==> config.mk <==
export PLATFORM = sky130hd
export DESIGN_NAME = result_writeback
export DESIGN_NICKNAME = d
export VERILOG_FILES = /design/src/rtl/result_writeback.sv
export SDC_FILE = /design/constraint.sdc
export NUM_CORES = 1
export LEC_CHECK = 0
export CAP_MARGIN = 15
export CORE_MARGIN = 1
export CORE_UTILIZATION = 50
export DETAILED_ROUTE_END_ITERATION = 10
export HOLD_SLACK_MARGIN = 0.02
export PLACE_DENSITY = 0.88
export SETUP_SLACK_MARGIN = 0.5
export SLEW_MARGIN = 20
export SYNTH_ARGS = -nofsm -noshare
export SYNTH_HDL_FRONTEND = slang
export SYNTH_SLANG_ARGS = --single-unit
==> constraint.sdc <==
create_clock -name clk -period 2.6 [get_ports clk]
set_clock_uncertainty 0.2 [all_clocks]
set_input_delay 0.52 -clock clk [delete_from_list [all_inputs] [get_ports clk]]
set_output_delay 0.52 -clock clk [all_outputs]
set_load 0.005 [all_outputs]
==> src/rtl/result_writeback.sv <==
// Result write-back stage: captures MAC results on the rising edge of the core's
// done flag, buffers them in a small FIFO and drains them to a memory write port.
module result_writeback #(
  parameter int DATA_W = 32,
  parameter int DEPTH  = 4,
  parameter int ADDR_W = 16
) (
  input  logic                       clk,
  input  logic                       rst,
  input  logic                       start,
  input  logic [ADDR_W-1:0]          base_addr,
  input  logic [ADDR_W-1:0]          count,
  input  logic [DATA_W-1:0]          res_data,
  input  logic                       res_done,
  output logic                       mem_wr_valid,
  output logic [ADDR_W-1:0]          mem_wr_addr,
  output logic [DATA_W-1:0]          mem_wr_data,
  input  logic                       mem_wr_ready,
  output logic                       busy,
  output logic [$clog2(DEPTH):0]     fifo_level,
  output logic                       overflow,
  output logic                       all_done
);

  localparam int PW = $clog2(DEPTH);
  localparam int LW = PW + 1;

  typedef enum logic [1:0] {S_IDLE, S_RUN, S_FLUSH, S_FIN} state_t;

  state_t              state_q, state_d;
  logic                res_done_q;
  logic [ADDR_W-1:0]   wr_addr_q, wr_addr_d;
  logic [ADDR_W-1:0]   target_q, target_d;
  logic [ADDR_W-1:0]   captured_q, captured_d;
  logic [ADDR_W-1:0]   written_q, written_d;
  logic                overflow_q, overflow_d;
  logic [LW-1:0]       level_q, level_d;
  logic [PW-1:0]       rd_ptr_q, wr_ptr_q;
  logic [DATA_W-1:0]   fifo_q [DEPTH];

  logic                capture, full, push, pop;
  logic [ADDR_W-1:0]   captured_inc;

  assign capture      = res_done & ~res_done_q;
  assign full         = (level_q == LW'(DEPTH));
  assign mem_wr_valid = (level_q != '0) && ((state_q == S_RUN) || (state_q == S_FLUSH));
  assign pop          = mem_wr_valid & mem_wr_ready;
  assign captured_inc = captured_q + 1'b1;

  assign mem_wr_addr  = wr_addr_q;
  assign mem_wr_data  = fifo_q[rd_ptr_q];
  assign busy         = (state_q != S_IDLE);
  assign fifo_level   = level_q;
  assign overflow     = overflow_q;
  assign all_done     = (state_q == S_FIN);

  always_comb begin
    state_d    = state_q;
    wr_addr_d  = wr_addr_q;
    target_d   = target_q;
    captured_d = captured_q;
    written_d  = written_q;
    overflow_d = overflow_q;
    push       = 1'b0;

    if (pop) begin
      wr_addr_d = wr_addr_q + 1'b1;
      written_d = written_q + 1'b1;
    end

    case (state_q)
      S_IDLE: begin
        if (start) begin
          wr_addr_d  = base_addr;
          target_d   = count;
          captured_d = '0;
          written_d  = '0;
          overflow_d = 1'b0;
          state_d    = (count == '0) ? S_FIN : S_RUN;
        end
      end
      S_RUN: begin
        if (capture) begin
          // a pop in the same cycle frees the slot, so a full FIFO can still accept
          if (!full || pop) begin
            push       = 1'b1;
            captured_d = captured_inc;
            if (captured_inc == target_q) state_d = S_FLUSH;
          end else begin
            overflow_d = 1'b1;
          end
        end
      end
      S_FLUSH: begin
        if (level_q == '0) state_d = S_FIN;
      end
      S_FIN: begin
        state_d = S_IDLE;
      end
      default: state_d = S_IDLE;
    endcase

    level_d = level_q;
    if (push && !pop)      level_d = level_q + 1'b1;
    else if (!push && pop) level_d = level_q - 1'b1;
  end

  always_ff @(posedge clk or negedge rst) begin
    if (!rst) begin
      state_q    <= S_IDLE;
      res_done_q <= 1'b0;
      wr_addr_q  <= '0;
      target_q   <= '0;
      captured_q <= '0;
      written_q  <= '0;
      overflow_q <= 1'b0;
      level_q    <= '0;
      rd_ptr_q   <= '0;
      wr_ptr_q   <= '0;
      for (int i = 0; i < DEPTH; i++) fifo_q[i] <= '0;
    end else begin
      state_q    <= state_d;
      res_done_q <= res_done;
      wr_addr_q  <= wr_addr_d;
      target_q   <= target_d;
      captured_q <= captured_d;
      written_q  <= written_d;
      overflow_q <= overflow_d;
      level_q    <= level_d;
      if (push) begin
        fifo_q[wr_ptr_q] <= res_data;
        wr_ptr_q         <= wr_ptr_q + 1'b1;
      end
      if (pop) rd_ptr_q <= rd_ptr_q + 1'b1;
    end
  end

endmodule
==> impl_results.md <==
* Required @ worst endpoint at 1.88 ns
* Max-capacitance violation count at 0
* Clk pwr share at between 10% and 20%
* WHS Path Cells at 1
* DIE AREA at 18,520 um^2
* Worst slack, placed at -0.2040 ns
* Crit path DAT at 1.96 ns
* Combinational fraction of design power at ~50%
* DRT iter0 DRCs at 454
* Final min period at 2.680 ns
* RePlAce Congestion at roughly 0.89
* Internal power at approximately 0.011 W
* Hold Path Origin: fifo_level[2]$_DFFE_PN0P_
* Synth top area share at 52.05%
* Sequential Power Share at 31.9%
* Via/cell ratio at 6.033
* Netlist cell types at 50
* WL final at between 20,000 and 30,000 um
* Layout cell share with drive strength beyond 1 at 51.88%
* Placeable Area at 17,420 um^2
* Synth area leader: dfrtp_1
* First-pass GRT wire length at approximately 42,000 um
* # rows at 48
* Gr usage total at a little under a third
* Port buffer count at 123
* Fillers at 900
* GRT Residual Overflow at 0
* R2r setup slk at 0.10 ns
* Reg clk slew, reported paths at approximately 0.070 ns
* Fin area at 13,830 um^2
* Die width at between 100 and 150 um
* Critical R2R Capture: fifo_q[16]$_DFFE_PN0P_
* Routed len/inst at 24.95 um
* DRC at 0
* Worst hold path class: flip-flop to flip-flop
* Area growth syn-to-layout at 53.83%
* Worst-case vdd ir drop at 1.121 mV
* Net Sw Frac at 32.77%
* CP endpoint kind: primary output
* Final Max Tran Viols at 0
* Critical path startpoint: rd_ptr_q[0]$_DFFE_PN0N_
* CP max stage cell: dfrtp_2
* Post-route ant nets at 0
* Clk buf depth at 2
* Status: finished, violations left
* Worst hold endpoint: fifo_level[2]$_DFFE_PN0P_
* CTS HTree Levels at 4
* Initial Utilization at between 50% and 60%
* Syn_area_per_cell at approximately 13 um^2
* Critical path class: flip-flop to primary output
* Max Clock Freq at 0.3731 GHz
* Via count at 6,986
* CP Launch Type: flip-flop
* Clk root buf: clkbuf_16
* Initial antenna violation count at 0
* Most used standard cell by instance count after synthesis: dfrtp_1
* P per Cell Area at 1151 nW/um^2
* Psw at 0.005218 W
* LEAKAGE at approximately 6.5 nW
* Crit Path Max Fanout at 5
* RSZ-0062 raised after global routing: yes
* Nets@finish at about 1,000
* Mapped cell area at about 9000 um^2
* Multi-input logic area at 5146 um^2
* Pin count of the biggest net entering global routing at 55
* Syn Nets at 765
* Die Height at between 100 and 150 um
* Path depth of the worst reg2reg path at 11
* Clk Latency, worst-skew pair at 0.44 ns
* Worst setup margin at -0.07992 ns
* Slowest stage delay, CP at 0.44 ns
* Number of synthesized register bits at 187
* Slew HR at 61.40%
* Reg-to-Reg Start: state_q[0]$_DFFE_PN0P_
* TritonCTS clock tree: built
* Number of synthesized flops with an enable pin at 0
* Sequential fraction of the synthesis area at 52.05%
* Number of global-route vias before repair at 7,316
* Number of CTS-inserted buffers at 17
* Synth top area cells: dfrtp_1 52%, mux2_2 18%, mux4_2 8.0%, xor2_1 2.2%, xnor2_1 2.0%
* Synth top cells by count: 187 x dfrtp_1, 146 x mux2_2, 41 x nor2_1
* Final Hold Violating Endpoints at 0
* # clock sinks at 187
* Antenna Cells at 0
* Register area at ~4700 um^2
* Placed Instance Area at roughly 11,000 um^2
* Tightest Pin Transition at ~0.58 ns
* Synth Flop Type: dfrtp_1
* Ys Warns at 0
* Period Utilization, post-route at 103.1%
* Post-Synthesis Cells at between 600 and 700
* Failing checks: setup timing
* Final HPWL DP at 13,040 um
* Final setup fails at 12
* I/O pin total at around 120
* Most used cell, CP: buf_12
* DRT Pass-1 Iters at 5
* Asr flop ratio synth at 100.0%
* CP cell instances: buf_12, buf_16, buf_12, buf_6, mux4_2, buf_2
-- cell usage in the layout (no fill, tap or decap), types with 12 or more instances in the layout --
master / instances
dfrtp_1: 171
mux2_4: 128
clkdlybuf4s50_1: 81
buf_4: 48
buf_6: 40
mux4_2: 32
buf_12: 29
nor2_1: 27
nand2_1: 22
xor2_1: 21
a21oi_1: 21
buf_2: 20
mux2_2: 18
clkbuf_16: 18
xnor2_1: 17
buf_16: 17
dfrtp_2: 16
nor2_4: 15
o21ai_2: 12
-- metal layers --
metal  vias up  wire length (um)  track usage, %
li1       2962                 -               -
met1      3599             11130           38.32
met2       332             15020           54.06
met3        93              1655           5.108
met4         0              1085           12.78
met5         -                 0               0
-- stage by stage --
stage | hold slack (ns) | util (%) | setup TNS [ns] | total power [W] | std cells
final | 0.3044 | 79.41 | -0.4914 | 0.01592 | 1158
after global routing | 0.3166 | 79.41 | -1.038 | 0.01659 | 1158
after CTS | 0.3081 | 76.14 | -1.011 | 0.01488 | 1134
after detailed placement | 0.2881 | 61.90 | -6.253 | 0.01033 | 1028
after global placement | 0.2819 | 61.90 | -2.077 | 0.01008 | 1028
after floorplan | 0.02441 | - | 0 | 0.007980 | 684
-- state kept, by name, summed over array words and instances (netlist names) --
name,flops
fifo_level,3
res_done_q,1
mem_wr_addr,16
fifo_q,128
captured_q,16
wr_ptr_q,2
state_q,2
target_q,16
overflow,1
rd_ptr_q,2
-- cell families (layout without fill, tap and decap cells) --
kind of cell	Yosys count	count (layout)	share of synthesized area, %
mux	181	181	26.64
compound gates	73	73	4.787
simple gates	137	137	7.890
fa+ha+maj	12	12	1.753
buf+inv	50	299	2.602
flops	187	187	52.05
xor+xnor	44	44	4.286
-- repair_timing --
action | in CTS | in global routing
hold buffers | 1 | 0
endpoints found under the hold margin | 47 | 0
cloned | 21 | 1
gates resized for setup | 406 | 91
buffers inserted | 52 | 23
pin swaps | 41 | 31
endpoints found under the setup margin | 205 | 203
-- how the worst max path moves through the flow --
stage | endpoint | slack, ns
after global placement | fifo_level[2]$_DFFE_PN0P_ | -0.11
after CTS | mem_wr_data[8] | -0.08
after detailed placement | fifo_level[2]$_DFFE_PN0P_ | -0.20
after floorplan | fifo_level[2]$_DFFE_PN0P_ | 0.21
final | mem_wr_data[21] | -0.08
after global routing | mem_wr_data[16] | -0.11
-- power groups by stage --
stage / Clock [W] / Combinational (W) / Sequential, W
after floorplan: 0 / 0.00325 / 0.00473
after global placement: 0 / 0.00517 / 0.00491
after detailed placement: 0 / 0.00535 / 0.00499
after CTS: 0.00295 / 0.00698 / 0.00495
after global routing: 0.00310 / 0.00831 / 0.00519
final: 0.00296 / 0.00788 / 0.00508
-- worst max-delay path, delay by kind of cell, from the launching register on --
kind,cells,cell delay (ns)
buffers and inverters,5,0.68
muxes,1,0.41
DFF,1,0.44
-- area by class of cell --
| class | instances | area share, % |
|---|---|---|
| clock inverter | 12 | 1.502 |
| sequential | 187 | 33.98 |
| timing repair buffer | 254 | 21.62 |
| multi-input combinational | 447 | 37.21 |
| tap | 225 | 2.035 |
| inverter | 13 | 0.3528 |
| clock buffer | 20 | 3.302 |
Note: power is estimated with default switching activity, not from simulation.
